<file path="src/rtl/imem_loader_pkg.sv">
// rtl/imem_loader_pkg.sv - shared types and constants for the instruction memory loader
// Contents: loader FSM state enum, bytes per word, byte-address step per word.
// Optional feature macro used by importers: IMEM_LOADER_CHECKSUM_EN.
package imem_loader_pkg;

    typedef enum logic [2:0] {
        ST_HDR  = 3'd0,
        ST_LOAD = 3'd1,
        ST_CHK  = 3'd2,
        ST_DONE = 3'd3,
        ST_ERR  = 3'd4
    } state_t;

    localparam int BYTES_PER_WORD = 4;
    localparam int ADDR_STEP      = 4;

endpackage

</file>
<file path="src/rtl/imem_loader_word_assembler.sv">
// rtl/imem_loader_word_assembler.sv - packs a big-endian byte stream into 32-bit words
// Ports:
//   clk        : rising-edge clock
//   clr        : synchronous clear of the partial word and byte count
//   byte_valid : a byte is transferred this cycle
//   byte_data  : the transferred byte
//   word_valid : combinational pulse on the cycle the 4th byte of a word is transferred
//   word_data  : assembled word, valid while word_valid is high (first byte in [31:24])
module word_assembler
    import imem_loader_pkg::*;
(
    input  logic        clk,
    input  logic        clr,
    input  logic        byte_valid,
    input  logic [7:0]  byte_data,
    output logic        word_valid,
    output logic [31:0] word_data
);

    localparam logic [1:0] LAST_BYTE = 2'(BYTES_PER_WORD - 1);

    logic [1:0]  cnt_q, cnt_d;
    logic [23:0] shift_q, shift_d;

    // The completed word is presented in the same cycle as its last byte so the
    // consumer can register it and produce its strobe one cycle after acceptance.
    assign word_data = {shift_q, byte_data};

    always_comb begin
        cnt_d      = cnt_q;
        shift_d    = shift_q;
        word_valid = 1'b0;
        if (clr) begin
            cnt_d   = 2'd0;
            shift_d = 24'd0;
        end else if (byte_valid) begin
            shift_d = {shift_q[15:0], byte_data};
            if (cnt_q == LAST_BYTE) begin
                word_valid = 1'b1;
                cnt_d      = 2'd0;
            end else begin
                cnt_d = cnt_q + 2'd1;
            end
        end
    end

    always_ff @(posedge clk) begin
        cnt_q   <= cnt_d;
        shift_q <= shift_d;
    end

endmodule

</file>
<file path="src/rtl/imem_loader.sv">
// rtl/imem_loader.sv - fills instruction memory from a byte stream and holds the CPU until done
// Ports:
//   clk, rst   : clock, synchronous active-high reset
//   start      : restart pulse, honoured only in DONE or ERR
//   in_valid, in_data, in_ready : byte stream handshake
//   wr_en, wr_addr, wr_data     : registered word-write port, byte addresses 0, 4, 8, ...
//   cpu_hold   : high in every state except DONE
//   done, error: success / rejection levels
// Stream: header word N, N data words, then a checksum word when IMEM_LOADER_CHECKSUM_EN is defined.
module imem_loader
    import imem_loader_pkg::*;
#(
    parameter int Imem_width = 32,
    parameter int Imem_depth = 100
) (
    input  logic                  clk,
    input  logic                  rst,
    input  logic                  start,
    input  logic                  in_valid,
    input  logic [7:0]            in_data,
    output logic                  in_ready,
    output logic                  wr_en,
    output logic [31:0]           wr_addr,
    output logic [Imem_width-1:0] wr_data,
    output logic                  cpu_hold,
    output logic                  done,
    output logic                  error
);

    localparam int IDX_W = $clog2(Imem_depth) + 1;

    state_t                  state_q, state_d;
    logic [IDX_W-1:0]        idx_q, idx_d;
    logic [IDX_W-1:0]        n_q, n_d;
    logic                    wr_en_q, wr_en_d;
    logic [31:0]             wr_addr_q, wr_addr_d;
    logic [Imem_width-1:0]   wr_data_q, wr_data_d;
    logic                    in_ready_q, in_ready_d;
    logic                    cpu_hold_q, cpu_hold_d;
    logic                    done_q, done_d;
    logic                    error_q, error_d;
`ifdef IMEM_LOADER_CHECKSUM_EN
    logic [31:0]             xor_q, xor_d;
`endif

    logic        accept;
    logic        restart;
    logic        word_valid;
    logic [31:0] word;

    assign accept  = in_valid && in_ready_q;
    assign restart = start && ((state_q == ST_DONE) || (state_q == ST_ERR));

    // Reset and restart both discard any partial word held in the assembler.
    word_assembler u_asm (
        .clk        (clk),
        .clr        (rst || restart),
        .byte_valid (accept),
        .byte_data  (in_data),
        .word_valid (word_valid),
        .word_data  (word)
    );

    always_comb begin
        state_d   = state_q;
        idx_d     = idx_q;
        n_d       = n_q;
        wr_en_d   = 1'b0;
        wr_addr_d = wr_addr_q;
        wr_data_d = wr_data_q;
`ifdef IMEM_LOADER_CHECKSUM_EN
        xor_d     = xor_q;
`endif
        case (state_q)
            ST_HDR: begin
                if (word_valid) begin
                    idx_d = '0;
                    if (word == 32'd0) begin
`ifdef IMEM_LOADER_CHECKSUM_EN
                        // An empty image still carries a checksum, which must be zero.
                        xor_d   = 32'd0;
                        state_d = ST_CHK;
`else
                        state_d = ST_DONE;
`endif
                    end else if (word > 32'(Imem_depth)) begin
                        state_d = ST_ERR;
                    end else begin
                        n_d     = word[IDX_W-1:0];
`ifdef IMEM_LOADER_CHECKSUM_EN
                        xor_d   = 32'd0;
`endif
                        state_d = ST_LOAD;
                    end
                end
            end
            ST_LOAD: begin
                if (word_valid) begin
                    wr_en_d   = 1'b1;
                    wr_addr_d = 32'(idx_q) * 32'(ADDR_STEP);
                    wr_data_d = word;
                    idx_d     = idx_q + 1'b1;
`ifdef IMEM_LOADER_CHECKSUM_EN
                    xor_d     = xor_q ^ word;
`endif
                    if (idx_q == n_q - 1'b1) begin
`ifdef IMEM_LOADER_CHECKSUM_EN
                        state_d = ST_CHK;
`else
                        state_d = ST_DONE;
`endif
                    end
                end
            end
`ifdef IMEM_LOADER_CHECKSUM_EN
            ST_CHK: begin
                // Writes already issued stay in memory; a bad checksum only blocks release.
                if (word_valid) begin
                    state_d = (word == xor_q) ? ST_DONE : ST_ERR;
                end
            end
`endif
            ST_DONE, ST_ERR: begin
                if (start) begin
                    state_d = ST_HDR;
                    idx_d   = '0;
                    n_d     = '0;
`ifdef IMEM_LOADER_CHECKSUM_EN
                    xor_d   = 32'd0;
`endif
                end
            end
            default: begin
                state_d = ST_HDR;
            end
        endcase

        // Status outputs are registered copies of the next state so they change
        // together with the state register.
        in_ready_d = (state_d == ST_HDR) || (state_d == ST_LOAD) || (state_d == ST_CHK);
        cpu_hold_d = (state_d != ST_DONE);
        done_d     = (state_d == ST_DONE);
        error_d    = (state_d == ST_ERR);
    end

    always_ff @(posedge clk) begin
        if (rst) begin
            state_q    <= ST_HDR;
            idx_q      <= '0;
            n_q        <= '0;
            wr_en_q    <= 1'b0;
            wr_addr_q  <= 32'd0;
            wr_data_q  <= '0;
            in_ready_q <= 1'b0;
            cpu_hold_q <= 1'b1;
            done_q     <= 1'b0;
            error_q    <= 1'b0;
`ifdef IMEM_LOADER_CHECKSUM_EN
            xor_q      <= 32'd0;
`endif
        end else begin
            state_q    <= state_d;
            idx_q      <= idx_d;
            n_q        <= n_d;
            wr_en_q    <= wr_en_d;
            wr_addr_q  <= wr_addr_d;
            wr_data_q  <= wr_data_d;
            in_ready_q <= in_ready_d;
            cpu_hold_q <= cpu_hold_d;
            done_q     <= done_d;
            error_q    <= error_d;
`ifdef IMEM_LOADER_CHECKSUM_EN
            xor_q      <= xor_d;
`endif
        end
    end

    assign in_ready = in_ready_q;
    assign wr_en    = wr_en_q;
    assign wr_addr  = wr_addr_q;
    assign wr_data  = wr_data_q;
    assign cpu_hold = cpu_hold_q;
    assign done     = done_q;
    assign error    = error_q;

endmodule

</file>
<file path="config.mk">
export PLATFORM = sky130hd
export DESIGN_NAME = imem_loader
export DESIGN_NICKNAME = d
export VERILOG_FILES = /design/src/rtl/imem_loader_pkg.sv /design/src/rtl/imem_loader_word_assembler.sv /design/src/rtl/imem_loader.sv
export SDC_FILE = /design/constraint.sdc
export NUM_CORES = 1
export LEC_CHECK = 0
export CORE_MARGIN = 2
export CORE_UTILIZATION = 40
export DETAILED_ROUTE_END_ITERATION = 8
export PLACE_DENSITY = 0.72
export SKIP_LAST_GASP = 1
export SLEW_MARGIN = 20
export SYNTH_ARGS = -nofsm -noshare
export SYNTH_HDL_FRONTEND = slang
export SYNTH_HIERARCHICAL = 1
export SYNTH_SLANG_ARGS = --single-unit
</file>
<file path="constraint.sdc">
create_clock -name clk -period 3.8 [get_ports clk]
set_input_delay 1.14 -clock clk [delete_from_list [all_inputs] [get_ports clk]]
set_output_delay 1.14 -clock clk [all_outputs]
set_load 0.1 [all_outputs]
</file>
* After elaboration in Yosys (flattened, before gate mapping) *
Cells that the tools add are included.

operators by class
  add/subtract/negate cells = 3
  order comparisons = 1
  eq/ne operators = 15
  multiplexer cells = 20
  bitwise operators = 1
  reduce and logical (&&, ||, !) cells = 16

operators by type and width
  cell                                                                      number
  8-bit 2-to-1 mux                                                          6
  32-bit by 7-bit > comparator with 1-bit output (second input constant)    1
  32-bit logical NOT                                                        1
  8-bit case mux with 3 select lines                                        1
  3-bit 2-to-1 mux                                                          6
  8-bit case mux with 2 select lines                                        1
  3-bit by 2-bit equality test with 1-bit output (second input constant)    3
  3-bit case mux with 3 select lines                                        1
  8-bit by 1-bit adder with 8-bit output (second input constant)            1
  8-bit equality test                                                       1
  8-bit by 1-bit subtractor with 8-bit output (second input constant)       1
  3-bit by 1-bit equality test with 1-bit output (second input constant)    2
  3-bit equality test (second input constant)                               2
  3-bit logical NOT                                                         2
  2-bit inequality test (second input constant)                             3
  5-bit AND reduction                                                       1
  1-bit logical OR                                                          4
  1-bit 2-to-1 mux                                                          4
  2-bit by 1-bit inequality test with 1-bit output (second input constant)  2
  4-bit AND reduction                                                       1
  2-bit OR reduction                                                        2
  3-bit by 2-bit inequality test with 1-bit output (second input constant)  1
  3-bit nonzero test                                                        1
  2-bit by 1-bit adder with 2-bit output (second input constant)            1
  other kinds (6)                                                           7

word-level totals
  bits in registers = 90
  input bits = 12
  output and inout bits = 69
  logic and storage cells = 68

* Logic depth before layout (Yosys ltp) *
Gate-level depths: netlist of run 1.

  word-level depth = 10
  mapped depth = 15
  mapped depth without buffers = 10

* Cells and area by module *
The synthesis of run 1 kept the hierarchy.

by module, submodules not included
  module          instances  cells each  area an instance (um^2)  seq. area each (um^2)
  imem_loader     1          370         2959.1                   1281.2
  word_assembler  1          96          1003.5                   520.5

* Worst setup path before layout of run 1 *
OpenSTA, ideal clock, no wires.

  kind = in2reg
  start point = in rst
  end point = reg cpu_hold_q, in the netlist cpu_hold
  setup time = 0.139 ns
  arrival time = 3.130 ns
  data required time = 3.661 ns
  path slack = 0.531 ns
  stages = 11
  buffers on the path = 4
  cell sequence = buf_2 -> or2_2 -> buf_2 -> clkbuf_1 -> nor2_1 -> nand2b_1 -> buf_4 -> nor3b_2 -> o2111ai_1 -> nor3_1 -> a32oi_1

between the ends
  cells in the longest elaborated chain, start to end = 5
  elaborated cells on any way between the ends = 6
  those cells by class = eq/ne: 1; mux: 4; reduce/logical: 1

ends and longest elaborated chain
  what                                                  line                                  source
  start, declared                                       imem_loader.sv:17                     input logic rst,
  1-bit logical OR (*)                                  imem_loader.sv:57                     .clr (rst || restart),
  1-bit 2-to-1 mux (*)                                  imem_loader_word_assembler.sv:33      if (clr) begin
  net word_valid                                        imem_loader.sv:48                     logic word_valid;
  3-bit 2-to-1 mux, on equally long branches            imem_loader.sv:98, imem_loader.sv:76
  3-bit case mux with 3 select lines (*)                imem_loader.sv:74                     case (state_q)
  3-bit by 2-bit inequality test with 1-bit output (*)  imem_loader.sv:141                    cpu_hold_d = (state_d != ST_DONE);
  end signal, assigned                                  imem_loader.sv:169                    cpu_hold_q <= cpu_hold_d;
  end, declared                                         imem_loader.sv:39                     logic cpu_hold_q, cpu_hold_d;

The timed path passes the listed nets; every way through them passes the cells marked *.
A chain may end at the register's enable or synchronous reset.

* Worst setup path in the final report of run 1 *
  start point = in start
  end point = reg cpu_hold_q, in the netlist cpu_hold

between the ends
  cells in the longest elaborated chain, start to end = 6
  elaborated cells on any way between the ends = 8
  those cells by class = eq/ne: 1; mux: 5; reduce/logical: 2

ends and longest elaborated chain
  what                                                  line                                  source
  start, declared                                       imem_loader.sv:18                     input logic start,
  1-bit logical AND (*)                                 imem_loader.sv:52                     assign restart = start && ((state_q == ST_DONE) || (state_q == ST_ERR));
  1-bit logical OR (*)                                  imem_loader.sv:57
  1-bit 2-to-1 mux (*)                                  imem_loader_word_assembler.sv:33
  net word_valid                                        imem_loader.sv:48
  3-bit 2-to-1 mux, on equally long branches            imem_loader.sv:98, imem_loader.sv:76
  3-bit case mux with 3 select lines (*)                imem_loader.sv:74
  3-bit by 2-bit inequality test with 1-bit output (*)  imem_loader.sv:141

Marked as above.

==> impl_results.md, run 1 <==
- Final Hold Violating Endpoints: 0
- # nets final: 521
- Clk buf depth: 2
- Top-level I/O count: 81
- Post-synthesis sequential area ratio: 0.455
- Synth Instances: 466
- Chip height: 104 um
- DPL Wire Length: 6.22 mm
- Initial Util: 0.409
- Worst vdd ir: 0.209 mV
- RSZ-0062 raised after global routing: no
- CTS tree: done
- Final Worst Setup Slack: 726 ps
- Vias in the first global route: 2964
- Total power: 1.89 mW
- Hold Path Class: register to register
- Final instance area: 0.00459 mm2
- R2R depth: 8
- DR WL/cell: 13.6 um
- Clk sinks: 90
- Filler cell count: 970
- Max-cap violation count: 0
- CTS root buf: clkbuf_8
- Yosys reg bits: 90
- RD Place Congestion: 0.825
- Area delta synth->final: 15.9%
- # diodes: 0
- Layout cells sized above 1: 0.145
- Most common cell after layout, fill and taps aside: nand2_1
- Crit path kind: primary input to register
- CP peak stage delay: 580 ps
- Final Slew Violations: 0
- Clk slew on worst S/H paths: 90 ps
- Hold_ws: 458 ps
- Mean Syn Cell Area: 8.50 um2
- Hold_buf cts: 0
- Die span in x: 104 um
- Synth Area in XOR/XNOR: 0.0354
- CP Max Fanout: 8
- Fin util: 0.474
- Total grt overflow: 0
- CTS buffer count: 9
- Status: finished, final reports clean
- Post-route DRC: 0
- WP data required: 4020 ps
- PwrDens: 411 mW/mm2
- Hold depth: 2
- Max stage delay cell, worst path: or4_4
- Setup_tns: 0 ps
- Post-route insts no fill: 643
- Vias/cell: 4.95
- Post-DRT Antenna Nets: 0
- Post-CTS setup buffers: 0
- Starting DRC count in detailed routing: 117
- Largest net degree at the start of global routing: 49
- Post-synthesis cell type count: 41
- Worst-margin pin slew: 765 ps
- Worst-Skew Late Latency: 350 ps
- Final worst path period need: 3070 ps
- Critical Path Start Type: primary input
- Post-synthesis compound-gate area fraction: 0.131
- Main combinational cell family by area after synthesis: simple AND/OR/NAND/NOR gates
- Rel. slew slack: 0.486
- Max frequency: 325 MHz
- Via count: 3182
- Num rows: 36
- GRT Total Usage: 0.164
- Die area: 0.0107 mm2
- Post-synthesis simple-gate area fraction: 0.204
- Mapped cell area: 0.00396 mm2
- Leak: 1.77 nW
- Most frequent cells in the layout: nand2_1, dfxtp_1, buf_4
- Post-Synth Adder-Cell Area: 0.00947
- CP Capture Type: register
- Core area: 0.00968 mm2
- CP cell instances: clkdlybuf4s50_1 > inv_1 > a21oi_1 > or2_2 > nor2_1 > nand2b_1 > or4_4 > o32ai_4 > a32oi_1
- Cts repair resizes: 0
- Drt first pass iters: 4
- Area post-placement: 0.00437 mm2
- WL final: 8.72 mm
- Pre-CTS WS: 346 ps
- DP Cell Count: 628
- Mux cell area share after synthesis: 0.0657
- H-tree Lvls: 3
- Final Skew: 8.25 ps
- First-pass GRT wire length: 14.5 mm
- Yosys warnings: 6
- Tcrit/Tclk final: 0.809
- Initial antenna violation count: 0
- Buffers on Ports: 56
- Crit path DAT: 3290 ps
- Final setup viols: 0
[state kept, by name, indices dropped and copies added, names as in the netlist, 2 cells and up]
signal	cells
u_asm/shift_q	24
wr_addr	8
n_q	8
state_q	3
wr_data	32
u_asm/cnt_q	2
idx_q	8
[kinds of logic (layout without fill, tap and decap cells)]
| group | after synthesis | in the layout |
|---|---|---|
| AOI/OAI and AO/OA | 84 | 84 |
| xor gates and xnor gates | 16 | 16 |
| adders and majority gates | 3 | 3 |
| buffers and inverters | 65 | 86 |
| DFF | 90 | 90 |
| muxes | 26 | 26 |
| other | 1 | 24 |
| and+or+nand+nor | 181 | 181 |
[path summary, 6_finish.rpt]
| check | endpoint | slack [ps] | from |
|---|---|---|---|
| worst max-delay path | cpu_hold | 730 | start |
| worst min-delay path | wr_data[25] | 460 | wr_data[25] |
| worst max register to register | cpu_hold | 1260 | state_q[2] |
| worst min register to register | wr_data[25] | 460 | wr_data[25] |
[final cells by class]
type | instances | area [um2] | area share
multi-input combinational | 334 | 1860 | 0.406
sequential | 90 | 1800 | 0.392
timing repair buffer | 65 | 515 | 0.112
tap | 133 | 166 | 0.0362
clock buffer | 10 | 138 | 0.0300
clock inverter | 5 | 85.1 | 0.0185
inverter | 6 | 22.5 | 0.00490
[cell usage after synthesis]
cell type,instances,area (um2)
nor3_1,9,45.0
a311oi_1,1,8.76
nor2b_1,1,6.26
o21ai_1,8,40.0
dfxtp_1,90,1800
nor2_1,41,154
nor3b_2,1,12.5
a32oi_1,9,78.8
nand2_1,96,360
buf_6,1,11.3
nand3_1,2,10.0
clkbuf_1,19,71.3
or4_4,2,22.5
nand2b_1,2,12.5
o21ai_0,5,25.0
buf_2,3,15.0
or3b_1,2,17.5
o2111ai_1,3,26.3
and3_1,2,12.5
mux2i_1,26,260
a221oi_1,1,8.76
o32ai_4,1,27.5
xor2_1,10,87.6
nor4_1,7,43.8
or4bb_1,1,11.3
or3_1,4,25.0
xnor2_1,6,52.6
o211a_1,2,20.0
or2_2,1,6.26
conb_1,1,3.75
a211oi_1,2,15.0
buf_4,36,270
inv_1,6,22.5
a32o_1,2,20.0
nand3b_1,4,30.0
ha_1,3,37.5
and2_1,3,18.8
or4_1,1,7.51
or2_1,1,6.26
nand4_1,1,6.26
a21oi_1,50,250
[worst max-delay path, delay by kind of cell]
kind	cells	cell delay, ps
and+or+nand+nor	4	1230
buffers and inverters	2	500
AOI/OAI and AO/OA	3	420
[per-layer routing]
layer,wire [um],track usage,up-vias
li1,-,-,1605
met1,3730,0.198,1485
met2,4500,0.294,80
met3,386,0.0352,12
met4,96,0.0454,0
met5,0,0,-
[power breakdown]
group | internal (mW) | switching, mW | total [mW]
clock network | 0.389 | 0.328 | 0.718
logic | 0.0393 | 0.170 | 0.209
registers | 0.952 | 0.0104 | 0.962
total | 1.38 | 0.509 | 1.89
No activity file was read; power rests on OpenSTA's default activity.
==> run 2, diff against run 1 <==
clock period = 3 ns   (was 3.8 ns; I/O delays follow)
==> run 2 against run 1 <==
Against the previous run:
- clock-buffer cell count rose by 2
- worst setup slack worse by 480 ps
- clock skew is 5.4 ps higher
- via count up 4.7%
- worst hold slack worse by 1.9 ps
- total power rose by 23%
- clock power is 15% higher
- utilization is 0.79 points higher
- sequential power increased by 27%
- final area grew 1.7%
==> impl_results.md, run 2 (synthesized netlist as in run 1, its figures left out) <==
- Status: finished, final reports clean
- CTS buffer count: 9
- Crit path kind: primary input to register
- R2R depth: 10
- CP Max Fanout: 5
- WL final: 9.11 mm
- Final Worst Setup Slack: 249 ps
- H-tree Lvls: 3
- Post-DRT Antenna Nets: 0
- # diodes: 0
- Reg2reg setup slack: 480 ps
- Max reg flops: 32
- Final worst path period need: 2750 ps
- Most common cell after layout, fill and taps aside: nand2_1
- Tcrit/Tclk final: 0.917
- DPL Wire Length: 6.52 mm
- Max-cap violation count: 0
- DR WL/cell: 13.9 um
- Area of the multi-input gates: 0.00187 mm2
- Post-CTS setup buffers: 0
- Starting DRC count in detailed routing: 157
- Worst reg2reg endpoint: n_q[6]
- Max stage delay cell, worst path: or4_4
- Num rows: 36
- PwrDens: 497 mW/mm2
- Die span in x: 104 um
- Buffers on Ports: 56
- CP cell instances: clkdlybuf4s50_1 > inv_1 > a21oi_1 > or2_2 > nor2_1 > nand2b_1 > or4_4 > o32ai_4 > a32oi_1
- Pre-CTS WS: -119 ps
- Clk buf depth: 2
- GRT Total Usage: 0.174
- FF+latch area: 0.00180 mm2
- Reg-to-Reg Start: state_q[1]
- Fin util: 0.482
- Critical Path Start Type: primary input
- Via count: 3330
- Most frequent cells in the layout: nand2_1, dfxtp_1, buf_4
- Initial Util: 0.409
- Max frequency: 364 MHz
- RSZ-0062 raised after global routing: no
- Post-route DRC: 0
- Clk slew on worst S/H paths: 90 ps
- Rel. slew slack: 0.485
- Chip height: 104 um
- Initial antenna violation count: 0
- Total grt overflow: 0
- Die area: 0.0107 mm2
- Leak: 1.82 nW
- Core area: 0.00968 mm2
- # nets final: 534
- CTS tree: done
- CP peak stage delay: 560 ps
- CTS root buf: clkbuf_8
- Setup crit end: cpu_hold
- CP Capture Type: register
- Drt first pass iters: 4
- Final Hold Violating Endpoints: 0
- Cts repair resizes: 0
- Hold depth: 2
- Worst path bufs/invs: 2
- RD Place Congestion: 0.814
- Layout cells sized above 1: 0.166
- Worst vdd ir: 0.229 mV
- Final setup viols: 0
- WP data required: 3230 ps
- Largest net degree at the start of global routing: 49
- Vias in the first global route: 3179
- Worst-Skew Late Latency: 360 ps
- Area delta synth->final: 17.8%
- Clk sinks: 90
- Crit path DAT: 2980 ps
- Worst setup path start: start
- Final Slew Violations: 0
- First-pass GRT wire length: 15.4 mm
- Final Skew: 13.6 ps
- Filler cell count: 917
- Top-level I/O count: 81
- Vias/cell: 5.07
- CP top delay family: simple AND/OR/NAND/NOR gates
- Worst-margin pin slew: 766 ps
- Hold_buf cts: 0
- Stages on worst setup path: 9
- Hold Path Class: register to register
run 2: through the flow:
stage,setup TNS (ps),instances,hold slack [ps],area (um2),power [mW]
2_1_floorplan,0,489,427,4060,1.50
3_3_place_gp,-289,641,443,4470,1.52
3_5_place_dp,-756,641,448,4470,1.52
4_1_cts,0,657,460,4670,2.34
5_1_grt,0,657,479,4670,2.41
6_report,0,657,456,4670,2.32
run 2: area by class of cell:
type | count | share of cell area
inverters | 6 | 0.00482
well taps | 133 | 0.0356
multi-input cells | 334 | 0.400
clock inverters | 4 | 0.0110
flip-flops and latches | 90 | 0.386
clock buffers | 12 | 0.0311
repair buffers | 78 | 0.131
run 2: worst min-delay path by stage:
stage                 from     endpoint
3_3_place_gp        n_q[7]       n_q[7]
6_report       wr_data[29]  wr_data[29]
2_1_floorplan       n_q[7]       n_q[7]
3_5_place_dp   wr_data[29]  wr_data[29]
4_1_cts        wr_data[29]  wr_data[29]
5_1_grt        wr_data[29]  wr_data[29]
run 2: where the power goes:
group	switching (mW)	total (mW)	internal, mW
Combinational	0.216	0.273	0.0566
Sequential	0.0131	1.22	1.21
Clock	0.419	0.828	0.409
run 2: worst reg2reg max path: cells and delay by family, from the launching register on:
family / cells / cell delay (ps)
AND/OR/NAND/NOR: 5 / 1240
flip-flops: 1 / 550
AO/OA/AOI/OAI: 4 / 490
buffers and inverters: 1 / 170
run 2: routing by layer:
metal	GRT usage	wire length, um	vias up
li1	-	-	1636
met4	0.0598	110	0
met1	0.209	3920	1602
met5	0	0	-
met3	0.0422	409	12
met2	0.306	4680	80
